### config.mk
export PLATFORM = sky130hd
export DESIGN_NAME = lcd_sequencer_flat
export DESIGN_NICKNAME = d
export VERILOG_FILES = /design/src/rtl/lcd_sequencer_if.sv /design/src/rtl/lcd_sequencer.sv /design/src/flat_wrapper.sv
export SDC_FILE = /design/constraint.sdc
export NUM_CORES = 1
export LEC_CHECK = 0
export BUFFER_PORTS_ARGS = -buffer_cell sky130_fd_sc_hd__buf_4
export CAP_MARGIN = 10
export CORE_MARGIN = 2
export CORE_UTILIZATION = 30
export DETAILED_ROUTE_END_ITERATION = 6
export MAX_ROUTING_LAYER = met4
export PLACE_DENSITY = 0.46
export SETUP_SLACK_MARGIN = 0.4
export SKIP_LAST_GASP = 1
export SYNTH_ARGS = -nofsm -noshare
export SYNTH_HDL_FRONTEND = slang
export SYNTH_SLANG_ARGS = --single-unit
### constraint.sdc
create_clock -name clk -period 4.7 [get_ports clk]
set_clock_uncertainty 0.1 [all_clocks]
set_input_delay 0 -clock clk [delete_from_list [all_inputs] [get_ports clk]]
set_output_delay 0 -clock clk [all_outputs]
set_load 0.01 [all_outputs]
### src/rtl/lcd_sequencer_if.sv
// lcd_sequencer_if -- byte-level request interface between the sequencer
// (master) and lcd_display (slave).
//   if_data  : byte to send (only the upper nibble is used when if_8bit=0)
//   if_rs    : 0 command, 1 character
//   if_delay : wait cycles lcd_display inserts after the byte
//   if_write : write request, held until the slave drops if_ready
//   if_ready : slave accepting requests
//   if_8bit  : 1 = send both nibbles
interface lcd_sequencer_if;
  logic [7:0]  if_data;
  logic        if_rs;
  logic [31:0] if_delay;
  logic        if_write;
  logic        if_ready;
  logic        if_8bit;

  modport master (output if_data, if_rs, if_delay, if_write, if_8bit, input if_ready);
  modport slave  (input if_data, if_rs, if_delay, if_write, if_8bit, output if_ready);
endinterface

### src/rtl/lcd_sequencer.sv
// lcd_sequencer -- runs the HD44780 4-bit init sequence, then copies a 2x16
// character buffer to the panel through the lcd_display byte interface.
// Ports:
//   clk, rst_n        clock, asynchronous active-low reset
//   wr_en/addr/data   host buffer write port (0-15 line 1, 16-31 line 2)
//   refresh           pulse: request a full display pass (ignored while busy)
//   init_done, busy   status
//   lcd               lcd_sequencer_if master modport
// Optional feature: define LCD_SEQ_AUTO_REFRESH_EN to start a pass after
// REFRESH_GAP idle cycles even without writes or refresh.
module lcd_sequencer #(
  parameter int unsigned DLY_PWRUP   = 205000,
  parameter int unsigned DLY_NIB     = 5000,
  parameter int unsigned DLY_CMD     = 2000,
  parameter int unsigned DLY_CLR     = 82000,
  parameter int unsigned REFRESH_GAP = 2500000
) (
  input  logic       clk,
  input  logic       rst_n,
  input  logic       wr_en,
  input  logic [4:0] wr_addr,
  input  logic [7:0] wr_data,
  input  logic       refresh,
  output logic       init_done,
  output logic       busy,
  lcd_sequencer_if.master lcd
);

  typedef enum logic [1:0] {S_INIT, S_IDLE, S_PASS} mode_e;
  typedef enum logic [1:0] {PH_ISSUE, PH_ACCEPT, PH_DONE} phase_e;

  mode_e       mode_q;
  phase_e      ph_q;
  logic [5:0]  step_q;
  logic        init_done_q, busy_q, dirty_q;
  logic [7:0]  data_q;
  logic        rs_q, write_q, b8_q;
  logic [31:0] delay_q;
  logic [7:0]  cbuf_q [32];

  // Byte for the current step: init ROM or pass layout.
  logic [7:0]  nxt_data;
  logic        nxt_rs, nxt_8bit, last_step, start_pass;
  logic [31:0] nxt_delay;

  always_comb begin
    nxt_data  = 8'h00;
    nxt_rs    = 1'b0;
    nxt_8bit  = 1'b1;
    nxt_delay = 32'(DLY_CMD);
    last_step = 1'b0;
    if (mode_q == S_INIT) begin
      nxt_8bit  = (step_q >= 6'd4);
      last_step = (step_q == 6'd7);
      case (step_q[2:0])
        3'd0:    begin nxt_data = 8'h30; nxt_delay = 32'(DLY_PWRUP); end
        3'd1:    begin nxt_data = 8'h30; nxt_delay = 32'(DLY_NIB);   end
        3'd2:    begin nxt_data = 8'h30; nxt_delay = 32'(DLY_NIB);   end
        3'd3:    begin nxt_data = 8'h20; nxt_delay = 32'(DLY_NIB);   end
        3'd4:    nxt_data = 8'h28;
        3'd5:    nxt_data = 8'h06;
        3'd6:    nxt_data = 8'h0C;
        default: begin nxt_data = 8'h01; nxt_delay = 32'(DLY_CLR);   end
      endcase
    end else begin
      last_step = (step_q == 6'd33);
      if (step_q == 6'd0) begin
        nxt_data = 8'h80;
      end else if (step_q == 6'd17) begin
        nxt_data = 8'hC0;
      end else if (step_q <= 6'd16) begin
        nxt_rs   = 1'b1;
        nxt_data = cbuf_q[step_q[4:0] - 5'd1];
      end else begin
        // steps 18..33 -> buf[16..31]; 5-bit wrap maps 32,33 onto 30,31
        nxt_rs   = 1'b1;
        nxt_data = cbuf_q[step_q[4:0] - 5'd2];
      end
    end
  end

`ifdef LCD_SEQ_AUTO_REFRESH_EN
  logic [31:0] gap_q;
  assign start_pass = dirty_q || refresh || (gap_q >= 32'(REFRESH_GAP) - 32'd1);
`else
  assign start_pass = dirty_q || refresh;
`endif

  always_ff @(posedge clk or negedge rst_n) begin
    if (!rst_n) begin
      mode_q      <= S_INIT;
      ph_q        <= PH_ISSUE;
      step_q      <= '0;
      init_done_q <= 1'b0;
      busy_q      <= 1'b1;
      dirty_q     <= 1'b1;
      data_q      <= '0;
      rs_q        <= 1'b0;
      delay_q     <= '0;
      write_q     <= 1'b0;
      b8_q        <= 1'b0;
`ifdef LCD_SEQ_AUTO_REFRESH_EN
      gap_q       <= '0;
`endif
      for (int i = 0; i < 32; i++) cbuf_q[i] <= 8'h20;
    end else begin
      if (wr_en) begin
        cbuf_q[wr_addr] <= wr_data;
        dirty_q         <= 1'b1;
      end
      case (mode_q)
        S_IDLE: begin
          if (start_pass) begin
            mode_q <= S_PASS;
            ph_q   <= PH_ISSUE;
            step_q <= '0;
            busy_q <= 1'b1;
            // a write landing on the start cycle must still trigger a pass
            if (!wr_en) dirty_q <= 1'b0;
`ifdef LCD_SEQ_AUTO_REFRESH_EN
            gap_q  <= '0;
          end else begin
            gap_q  <= gap_q + 32'd1;
`endif
          end
        end
        default: begin
          case (ph_q)
            PH_ISSUE: if (lcd.if_ready) begin
              data_q  <= nxt_data;
              rs_q    <= nxt_rs;
              delay_q <= nxt_delay;
              b8_q    <= nxt_8bit;
              write_q <= 1'b1;
              ph_q    <= PH_ACCEPT;
            end
            PH_ACCEPT: if (!lcd.if_ready) begin
              write_q <= 1'b0;
              ph_q    <= PH_DONE;
            end
            default: if (lcd.if_ready) begin
              ph_q <= PH_ISSUE;
              if (last_step) begin
                if (mode_q == S_INIT) init_done_q <= 1'b1;
                mode_q <= S_IDLE;
                busy_q <= 1'b0;
              end else begin
                step_q <= step_q + 6'd1;
              end
            end
          endcase
        end
      endcase
    end
  end

  assign init_done    = init_done_q;
  assign busy         = busy_q;
  assign lcd.if_data  = data_q;
  assign lcd.if_rs    = rs_q;
  assign lcd.if_delay = delay_q;
  assign lcd.if_write = write_q;
  assign lcd.if_8bit  = b8_q;

endmodule

### src/flat_wrapper.sv
// flat-port wrapper written by rule: the top's interface ports become plain ports
module lcd_sequencer_flat 
#(
  parameter int unsigned DLY_PWRUP   = 205000,
  parameter int unsigned DLY_NIB     = 5000,
  parameter int unsigned DLY_CMD     = 2000,
  parameter int unsigned DLY_CLR     = 82000,
  parameter int unsigned REFRESH_GAP = 2500000
)
  (clk, rst_n, wr_en, wr_addr, wr_data, refresh, init_done, busy, lcd_if_data, lcd_if_rs, lcd_if_delay, lcd_if_write, lcd_if_8bit, lcd_if_ready);
  lcd_sequencer_if lcd_i ();
  input  logic clk;
  input  logic rst_n;
  input  logic wr_en;
  input  logic [4:0] wr_addr;
  input  logic [7:0] wr_data;
  input  logic refresh;
  output logic init_done;
  output logic busy;
  output wire logic [$bits(lcd_i.if_data)-1:0] lcd_if_data;
  output wire logic [$bits(lcd_i.if_rs)-1:0] lcd_if_rs;
  output wire logic [$bits(lcd_i.if_delay)-1:0] lcd_if_delay;
  output wire logic [$bits(lcd_i.if_write)-1:0] lcd_if_write;
  output wire logic [$bits(lcd_i.if_8bit)-1:0] lcd_if_8bit;
  input wire logic [$bits(lcd_i.if_ready)-1:0] lcd_if_ready;
  assign lcd_if_data = lcd_i.if_data;
  assign lcd_if_rs = lcd_i.if_rs;
  assign lcd_if_delay = lcd_i.if_delay;
  assign lcd_if_write = lcd_i.if_write;
  assign lcd_if_8bit = lcd_i.if_8bit;
  assign lcd_i.if_ready = lcd_if_ready;
  lcd_sequencer #(.DLY_PWRUP(DLY_PWRUP), .DLY_NIB(DLY_NIB), .DLY_CMD(DLY_CMD), .DLY_CLR(DLY_CLR), .REFRESH_GAP(REFRESH_GAP)) u_core (.clk(clk), .rst_n(rst_n), .wr_en(wr_en), .wr_addr(wr_addr), .wr_data(wr_data), .refresh(refresh), .init_done(init_done), .busy(busy), .lcd(lcd_i));
endmodule
==> impl_metrics.tcl <==
set metrics [dict create \
    status "complete, no violations" \
    crit_path_max_incr_delay_ns 0.63 \
    end_kind "register" \
    seq_area_um2 7300 \
    synth.most_common_cell "mux2_2" \
    p_int_mw 7.75 \
    fin_nets 1165 \
    mappedNetlistArea_um2 15900 \
    clock_latency_ns 0.56 \
    grt_max_degree 98 \
    ant_nets 0 \
    async_flop_share 1.00 \
    post_drt_via_cell_ratio 5.46 \
    dp_slack_ns 1.14 \
    cts_root_buf "clkbuf_16" \
    ctsHoldBuffers 13 \
    ctsResizeCount 0 \
    antenna_found_initial 1 \
    vias 10100 \
    maxCapViolCount 0 \
    place_hpwl_um 33500 \
    tightest_slew_ns 1.22 \
    grt_pass1_wl_um 73600 \
    ys_top_cells_by_count "259 x mux2_2, 256 x dfrtp_1, 142 x mux4_2" \
    core-area_um2 52400 \
    rsz0062_at_grt "false" \
    finalNonFillerCells 1854 \
    die_w_um 234 \
    finalCriticalPeriod_ns 3.56 \
    total_power_mw 12.2 \
    drt-wirelength-per-cell_um 26.6 \
    dp_cells 1772 \
    fmax_mhz 281 \
    route.detailed.drc 0 \
    min_path_type "input port to register" \
    finalHoldViolCount 0 \
    critPathMaxFanout 94 \
    p_leak_nw 7.56 \
    row_count 84 \
    cts_num_sinks 290 \
    place_congestion 0.845 \
    cts_buffer_depth 3 \
    start_util 0.303 \
    power.share.combinational 0.464 \
    multi_input_area_um2 8100 \
    yosysTopAreaCell "dfrtp_1" \
    synth.avg_cell_area_um2 14.5 \
    setup_violations 0 \
    synth_ff_type "dfrtp_1" \
    cpMostUsedCell "mux2i_1" \
    synthCells 1097 \
    dr.pass1.iters 5 \
    diodes 0 \
    grtUsageTotal 0.191 \
    cp_cell_sequence "buf_12, buf_4, mux4_2, mux2i_1, mux2i_1, o21ai_0, o22ai_1, a221o_1" \
    synth-seq-cells 290 \
    synth_cell_types 61 \
    seqPwrFrac 0.289 \
    htreeDepth 2 \
    synthTopCellsByArea "dfrtp_1 40%, mux4_2 20%, mux2_2 18%" \
    tritoncts "yes" \
    arrival_ns 3.90 \
    swShare 0.363 \
    yosys_warnings 0 \
    synth_seq_area_share 0.460 \
    ir_drop_mv 0.276 \
    grt_pass1_vias 10100 \
    cts_buffers 37 \
    criticalPathCategory "register to register" \
    power_frac_clock 0.247 \
    drt-initial-drc-count 934 \
    area_growth_pct 15.3 \
    power_switching_mw 4.41 \
    cellPowerDensity_nw_per_um2 664 \
    required_ns 5.03 \
    boundaryPins 63 \
    maxSlewHeadroom 0.181 \
    die_area_um2 54800 \
    layout_setup_ws_ns 1.14 \
    maxSlewViolCount 0 \
    cp-start-kind "register" \
    numPortBuffers 42 \
    setup_tns_ns 0 \
    synth_top_area_share 0.403 \
    cts_setup_buffers 0 \
    critPathSlowestCell "buf_4" \
    min_period_over_period 0.758 \
    grt_overflow_total 0 \
    layout-drive-gt1-share 0.503 \
    fill_cells 5081 \
    path_clk_slew_ns 0.06 \
    die_h_um 234 \
    synth-edff-count 0 \
    wl_um 49300 \
]
==> power groups by stage <==
stage	combinational, mW	sequential, mW	clock [mW]
6_report	5.64	3.51	3.01
3_5_place_dp	5.68	3.54	0
4_1_cts	5.72	3.50	3.09
3_3_place_gp	5.66	3.54	0
5_1_grt	6.02	3.58	3.20
2_1_floorplan	4.02	3.36	0
==> logic make-up (layout without fill, tap and decap cells) <==
logic type / Yosys count / count (layout) / share of synthesized area
XOR/XNOR: 9 / 9 / 0.00638
flip-flops: 290 / 290 / 0.460
other: 1 / 20 / 0.000236
AND/OR/NAND/NOR: 177 / 177 / 0.0527
multiplexers: 420 / 420 / 0.402
adder cells (fa/ha/maj): 9 / 9 / 0.00709
buffers and inverters: 112 / 162 / 0.0367
AO/OA/AOI/OAI: 79 / 79 / 0.0353
==> worst max-delay path, delay by kind of cell, from the launching register on <==
| family | cells | cell delay [ns] |
|---|---|---|
| muxes | 3 | 1.12 |
| buffers and inverters | 2 | 1.10 |
| AOI/OAI and AO/OA | 3 | 0.61 |
| DFF | 1 | 0.42 |
==> placed cells by master, fill, tap and decap left out, types with 6 or more instances in the layout <==
master,instances
and3_1,7
nand2_1,73
clkinv_2,6
clkbuf_16,37
ha_1,7
clkbuf_1,6
nand3_1,13
a21oi_1,10
clkbuf_8,9
mux2i_1,14
inv_1,6
dfrtp_1,254
dlygate4sd3_1,14
nor3b_1,7
o21ai_0,19
buf_4,71
conb_1,20
nor2_1,38
mux4_2,142
dfstp_2,34
nor3_1,9
a31oi_1,6
mux2_2,259
a21o_1,6
==> metal layers <==
| metal | vias up | wire, um | GRT usage |
|---|---|---|---|
| li1 | 4262 | - | - |
| met1 | 5539 | 22400 | 0.263 |
| met2 | 266 | 23600 | 0.296 |
| met3 | 65 | 2190 | 0.0281 |
| met4 | 0 | 1090 | 0.0508 |
| met5 | - | 0 | - |
==> cell type report <==
class | instances | share of cell area
Clock buffer | 52 | 0.0585
Tap cell | 688 | 0.0470
Clock inverter | 15 | 0.0116
Timing Repair Buffer | 89 | 0.0408
Inverter | 6 | 0.00123
Sequential cell | 290 | 0.399
Multi-Input combinational cell | 714 | 0.442
==> registers in the layout, indices dropped and copies added (netlist names), 2 cells and up <==
register and count:
u_core.lcd.if_delay 10, u_core.mode_q 2, u_core.cbuf_q 256, u_core.lcd.if_data 8, u_core.step_q 6, u_core.ph_q 2
==> path summary, 6_finish.rpt <==
kind | slack (ns) | startpoint | cells past startpoint | to
setup / recovery | 1.14 | u_core.step_q[0] | 8 | u_core.lcd.if_data[1]
hold / removal | 0.07 | wr_addr[4] | 4 | u_core.cbuf_q[57]
setup reg to reg | 1.14 | u_core.step_q[0] | 8 | u_core.lcd.if_data[1]
hold reg to reg | 0.38 | u_core.init_done | 1 | u_core.init_done
max in group asynchronous | 2.61 | rst_n | 4 | u_core.cbuf_q[217]
min in group asynchronous | 0.47 | rst_n | 3 | u_core.cbuf_q[119]
==> through the flow <==
stage	instance area, um^2	hold WS, ns	utilization
5_1_grt	18300	0.0819	0.349
2_1_floorplan	16000	-0.396	-
4_1_cts	18300	0.00955	0.349
3_3_place_gp	16900	-0.0150	0.322
3_5_place_dp	16900	0.00719	0.322
6_report	18300	0.0702	0.349
Power figures use the tool's default switching activity.
